==> config.mk <==
export PLATFORM = sky130hd
export DESIGN_NAME = branch_resolve_pred
export DESIGN_NICKNAME = d
export VERILOG_FILES = /design/src/rtl/branch_resolve_pred.sv
export SDC_FILE = /design/constraint.sdc
export NUM_CORES = 1
export LEC_CHECK = 0
export CAP_MARGIN = 20
export CORE_ASPECT_RATIO = 0.75
export CORE_MARGIN = 3
export CORE_UTILIZATION = 40
export DETAILED_ROUTE_END_ITERATION = 10
export HOLD_SLACK_MARGIN = 0.02
export PLACE_DENSITY = 0.62
export SETUP_SLACK_MARGIN = 0.5
export SYNTH_ARGS = -nofsm -noshare
export SYNTH_HDL_FRONTEND = slang
export SYNTH_SLANG_ARGS = --single-unit
==> constraint.sdc <==
create_clock -name clk -period 9.3 [get_ports clk]
set_input_delay 1.86 -clock clk [delete_from_list [all_inputs] [get_ports clk]]
set_output_delay 1.86 -clock clk [all_outputs]
set_load 0.05 [all_outputs]
==> src/rtl/branch_resolve_pred.sv <==
// Decode-stage branch resolution with a 2-bit saturating BHT for fetch prediction,
// mispredict detection and saturating branch/mispredict statistics.
module branch_resolve_pred #(
  parameter int DW        = 32,
  parameter int BHT_DEPTH = 64,
  parameter int CNT_W     = 32
) (
  input  logic             clk,
  input  logic             rst,
  input  logic [31:0]      pc_f,
  output logic             pred_taken_f,
  input  logic             valid_d,
  input  logic             stall_d,
  input  logic [5:0]       op,
  input  logic [4:0]       rt,
  input  logic [DW-1:0]    a,
  input  logic [DW-1:0]    b,
  input  logic [31:0]      pc_d,
  input  logic             pred_taken_d,
  output logic             is_branch_d,
  output logic             taken_d,
  output logic             link_d,
  output logic             mispredict_d,
  input  logic             clr_stats,
  output logic [CNT_W-1:0] br_cnt,
  output logic [CNT_W-1:0] miss_cnt
);

  localparam int IDX_W = $clog2(BHT_DEPTH);

  localparam logic [5:0] OP_REGIMM = 6'b000001;
  localparam logic [5:0] OP_BEQ    = 6'b000100;
  localparam logic [5:0] OP_BNE    = 6'b000101;
  localparam logic [5:0] OP_BLEZ   = 6'b000110;
  localparam logic [5:0] OP_BGTZ   = 6'b000111;

  localparam logic [4:0] RT_BLTZ   = 5'b00000;
  localparam logic [4:0] RT_BGEZ   = 5'b00001;
  localparam logic [4:0] RT_BLTZAL = 5'b10000;
  localparam logic [4:0] RT_BGEZAL = 5'b10001;

  logic             a_neg;
  logic             a_zero;
  logic             a_eq_b;
  logic             resolve;

  logic [1:0]       bht [BHT_DEPTH];
  logic [IDX_W-1:0] idx_f;
  logic [IDX_W-1:0] idx_d;

  logic             upd_v;
  logic [IDX_W-1:0] upd_idx;
  logic             upd_tk;
  logic [1:0]       cur_ctr;
  logic [1:0]       new_ctr;

  logic             unused_pc;

  // Signed compares against zero reduce to sign bit and zero detect.
  assign a_neg  = a[DW-1];
  assign a_zero = (a == '0);
  assign a_eq_b = (a == b);

  always_comb begin
    is_branch_d = 1'b0;
    taken_d     = 1'b0;
    link_d      = 1'b0;
    case (op)
      OP_BEQ:  begin is_branch_d = 1'b1; taken_d = a_eq_b;            end
      OP_BNE:  begin is_branch_d = 1'b1; taken_d = ~a_eq_b;           end
      OP_BLEZ: begin is_branch_d = 1'b1; taken_d = a_neg | a_zero;    end
      OP_BGTZ: begin is_branch_d = 1'b1; taken_d = ~a_neg & ~a_zero;  end
      OP_REGIMM: begin
        case (rt)
          RT_BLTZ:   begin is_branch_d = 1'b1; taken_d = a_neg;                end
          RT_BGEZ:   begin is_branch_d = 1'b1; taken_d = ~a_neg;               end
          RT_BLTZAL: begin is_branch_d = 1'b1; taken_d = a_neg;  link_d = 1'b1; end
          RT_BGEZAL: begin is_branch_d = 1'b1; taken_d = ~a_neg; link_d = 1'b1; end
          default:   ;
        endcase
      end
      default: ;
    endcase
  end

  assign resolve      = valid_d & is_branch_d & ~stall_d;
  assign mispredict_d = resolve & (taken_d ^ pred_taken_d);

  assign idx_f        = pc_f[IDX_W+1:2];
  assign idx_d        = pc_d[IDX_W+1:2];
  assign pred_taken_f = bht[idx_f][1];
  assign unused_pc    = ^{pc_f, pc_d};

  always_ff @(posedge clk or posedge rst) begin
    if (rst) begin
      upd_v   <= 1'b0;
      upd_idx <= '0;
      upd_tk  <= 1'b0;
    end else begin
      upd_v   <= resolve;
      upd_idx <= idx_d;
      upd_tk  <= taken_d;
    end
  end

  assign cur_ctr = bht[upd_idx];

  always_comb begin
    new_ctr = cur_ctr;
    if (upd_tk) begin
      if (cur_ctr != 2'b11) new_ctr = cur_ctr + 2'd1;
    end else begin
      if (cur_ctr != 2'b00) new_ctr = cur_ctr - 2'd1;
    end
  end

  // Write lands one edge after capture; lookups see the old value until then.
  always_ff @(posedge clk or posedge rst) begin
    if (rst) begin
      for (int i = 0; i < BHT_DEPTH; i++) bht[i] <= 2'b01;
    end else if (upd_v) begin
      bht[upd_idx] <= new_ctr;
    end
  end

  always_ff @(posedge clk or posedge rst) begin
    if (rst) begin
      br_cnt   <= '0;
      miss_cnt <= '0;
    end else if (clr_stats) begin
      br_cnt   <= '0;
      miss_cnt <= '0;
    end else if (resolve) begin
      if (br_cnt != '1) br_cnt <= br_cnt + CNT_W'(1);
      if (mispredict_d && (miss_cnt != '1)) miss_cnt <= miss_cnt + CNT_W'(1);
    end
  end

endmodule

# Word-level counts from Yosys, hierarchy flattened

Cells that the tools add are included.

Reductions and logical operators: 15
Multiply operators: 0
Shift-type cells: 0
Eq/ne operators: 12
Order comparisons: 3
Bitwise operators: 12
$add $sub $neg: 4
Multiplexer cells: 24
Div/mod/pow operators: 0

Operators with widths:

| operator              | count |
|---|---|
| $mux 32               | 6 |
| $bwmux 128            | 1 |
| $add 32x1->32 const B | 2 |
| $ne 32x32->1 const B  | 2 |
| $eq 32x32->1          | 1 |
| $logic_not 32->1      | 1 |
| $bmux 2 s6            | 2 |
| $eq 6x3->1 const B    | 4 |
| $mux 2                | 8 |
| $ge 7x7->1 const B    | 2 |
| $not 6->7             | 2 |
| $demux 2 s6           | 1 |
| $eq 5x5->1 const B    | 2 |
| $reduce_bool 2->1     | 4 |
| $reduce_or 4->1       | 2 |
| $lt 7x1->1 const B    | 1 |
| $eq 6x1->1 const B    | 1 |
| $reduce_or 2->1       | 3 |
| $eq 5x1->1 const B    | 1 |
| $logic_not 5->1       | 1 |
| $pmux 1 s5            | 1 |
| $and 1x1->1           | 4 |
| $not 1->1             | 4 |
| $pmux 1 s2            | 2 |
| 8 further kinds       | 12 |

Register bits: 200
Memories: 0
Bits in writable memories: 0
ROM bits: 0
Bits of input ports: 145
Latch bits: 0

# Logic depth before layout (Yosys ltp)

Word-level depth: 11
Depth in mapped cells: 13

# Least setup slack after synthesis

Ideal clock, no wire load.

Path type: input -> output
From: in pc_f[2]
To: out pred_taken_f
Arrival: 4.409 ns
Path buffers: 2
Setup slack: 3.031 ns
Required time: 7.440 ns
Cell stages on the path: 5
Path through: clkbuf_1 > buf_1 > mux4_2 > mux4_2 > mux4_2

Word-level cells in the longest chain between the ends: 4

Ends and longest elaborated chain:

| item                                      | line | source |
|---|---|---|
| from (decl)                               | 10   | `input logic [31:0] pc_f,` |
| $not 6->7 (implied by the code)           | 91   | `assign pred_taken_f = bht[idx_f][1];` |
| $bmux 2 s6                                | 91   |  |
| $mux 2 (implied by the code) (2 in a row) | 91   |  |
| to (decl)                                 | 11   | `output logic pred_taken_f,` |

Every way passes these cells. The select of a mux whose other input is x is not followed.

# Worst setup path in the final report

From: in pc_f[3]
To: out pred_taken_f

Same word-level chain as after synthesis.

==> flow_summary.ini <==
[setup_path]
r2r_cells = 11
reg2reg_slack_ns = 5.09
critPathKind = in2out
critPathCaptureType = primary output
cp.arrival_ns = 5.31
crit_fanout = 13
worstPathRequired_ns = 7.44
startpoint_type = input pin

[global_route]
grt_pass1_wl_um = 48500
grt.total_usage_pct = 20.9
first_global_vias = 8613
gr-total-overflow = 0
use_met3_pct = 5.37
top_usage_layer = met1
grt_max_degree = 130
met2_usage_pct = 30.7
met1_usage_pct = 31.2
antenna_found_initial = 0

[power_and_ir_drop]
switching_share_pct = 24.3
switching_power_mw = 0.436
p_leak_nw = 5.23
p_int_mw = 1.36
p_seq_share_pct = 49.2
p_comb_share_pct = 8.4
irDropWorstVdd_mv = 0.119
p_per_area_nw_per_um2 = 133
clock_power_share_pct = 42.3

[logic_synthesis]
synth_nets = 1206
yosys_register_bits = 200
avgSynthCellArea_um2 = 10.3
yosys-top-cells-area = dfrtp_1 31%, dfstp_2 15%, mux2_2 7.7%
ys_types = 61
synthCells = 1059
async_reset_ff_share_pct = 100
yosysTopAreaCellShare_pct = 31.1
yosysSeqAreaShare_pct = 46.5
syn-cell-area_um2 = 10900
synth_ff_type = dfrtp_1
ys.warnings.count = 0
synth_edf_count = 0
yosysTopAreaCell = dfrtp_1

[clock_network]
cts_resized = 0
cts-htree-levels = 4
clk_pin_slew_ns = 0.07
postCtsHoldBufs = 0
cts_setup_buffers = 0
max-clock-path-buffers = 2
cts_buffers = 17
clk_latency_ns = 0.45
cts_tree = built
clkSinkCount = 200
cts_root_buf = clkbuf_16

[sta]
rsz0062_at_grt = no
layout_setup_ws_ns = 2.13
fin_tns_setup_ns = 0
period_minus_slack_ns = 7.17
worst_pin_slew_ns = 1.11
finalSetupViolations = 0
fmax_mhz = 140
slew_headroom_pct = 25.7
timing.final.crit_share_pct = 77.1
final_max_slew_viol_count = 0
hold_violations = 0
finClkSkew_ns = 0.00937

[run]
drv_cap = 0

[floorplan]
die_h_um = 149
dieWidth_um = 197
die_area_um2 = 29400
row_count = 51
core_um2 = 26400
start_util_pct = 41.4
io_pins = 214

[detailed_routing]
wirelength_um = 29900
wl_per_cell_um = 19.3
vias = 8697
ant_nets = 0
first_iter_violations = 589
drtPass1Iterations = 5
via_per_inst = 5.60
drc = 0

[finish]
nets = 1342
syn_to_final_growth_pct = 22.8
drive_gt1_share_pct = 19.8
diodes = 0
num-fill-cells = 2454

[worst_hold_path]
hold_depth = 2
hold_path.class = reg2reg

[placed_design]
numPortBuffers = 161
globalplace.congestion = 0.827
hpwlAfterDp_um = 20700
dp_slack_ns = 2.13

[run_status]
status = finished, final reports clean
## path summary, 6_finish.rpt
path / start / end
worst min-delay path: bht[93] / bht[93]
min in group asynchronous: rst / bht[127]
worst min register to register: bht[93] / bht[93]
max in group asynchronous: rst / upd_idx[1]
worst max register to register: upd_idx[2] / bht[35]
worst max-delay path: pc_f[3] / pred_taken_f
## worst max-delay path, stage by stage
cell             delay [ns]
clkdlybuf4s50_1        1.09
buf_4                  0.28
mux4_2                 0.30
mux4_2                 0.56
mux4_2                 0.49
clkdlybuf4s50_1        0.71
## state kept, by name, indices dropped and copies added, names as in the netlist
signal,cells
bht,128
br_cnt,32
miss_cnt,32
upd_idx,6
upd_tk,1
upd_v,1
## power groups by stage
stage                     Clock, mW  Combinational (mW)  Sequential, mW
after floorplan                   0              0.0794           0.894
after global placement            0               0.150           0.897
after detailed placement          0               0.152           0.897
after CTS                     0.774               0.153           0.881
after global routing          0.812               0.165           0.882
final                         0.758               0.151           0.882
## through the flow
step	std cells	hold slack, ns	instance area [um^2]	total power [mW]	util (%)
after CTS	1551	0.512	13400	1.81	50.8
after floorplan	1059	0.459	10900	0.974	-
after global placement	1518	0.480	12800	1.05	48.4
final	1552	0.511	13400	1.79	50.8
after detailed placement	1519	0.494	12800	1.05	48.5
after global routing	1552	0.539	13400	1.86	50.8
## per-layer routing
layer / part of all wire [%] / vias to the layer above
met3: 7.0 / 22
met5: 0 / -
met2: 44 / 262
met4: 0.85 / 0
met1: 48 / 4303
li1: - / 4110
## Yosys cell counts (all sizes together), types with 8 or more instances
cell / count
a21oi: 55
a22oi: 9
and3: 13
buf: 23
clkbuf: 31
dfrtp: 136
dfstp: 64
inv: 16
mux2: 76
mux2i: 18
mux4: 35
nand2: 135
nand2b: 8
nand3: 32
nand4: 23
nor2: 104
nor2b: 8
nor3: 11
nor4: 23
o21ai: 67
o31ai: 20
or3: 12
or4: 20
xor2: 60
## placed cells by master, fill, tap and decap left out, types with 4 or more instances in the layout
cell and n:
mux2_2 75, a21oi_1 54, xnor2_1 6, or4_1 20, a22oi_1 9, nand4_1 23, dfstp_2 64, dfrtp_1 134
or3_1 12, a221oi_1 6, nand3b_1 5, nor2_1 103, xor2_1 60, o22ai_1 5, nor3_1 8, nand3_1 32
buf_4 8, clkdlybuf4s50_1 160, o21ai_0 63, nor2b_1 8, nand2b_1 8, mux4_2 35, and2_1 6, clkbuf_16 17
and3_1 13, nor4_1 21, inv_1 13, o31ai_1 20, clkinv_4 4, mux2i_1 18, nand2_1 135
## cells by family (layout without fill, tap and decap cells)
kind of cell | Yosys count | in the layout | share of synthesized area [%]
buffers and inverters | 70 | 219 | 2.90
multiplexers | 129 | 129 | 16.7
adder cells (fa/ha/maj) | 3 | 3 | 0.332
AO/OA/AOI/OAI | 177 | 177 | 9.70
AND/OR/NAND/NOR | 414 | 414 | 18.6
flip-flops | 200 | 200 | 46.5
XOR/XNOR | 66 | 66 | 5.29
## final cells by class
type                            count  area, um^2  share of cell area (%)
Timing Repair Buffer              171        1700                    12.6
Inverter                           16        67.6                   0.503
Clock buffer                       20         457                    3.40
Multi-Input combinational cell    789        5550                    41.3
Sequential cell                   200        5090                    37.9
Clock inverter                     12         141                    1.05
Tap cell                          344         430                    3.21
No activity file was read; power rests on OpenSTA's default activity.
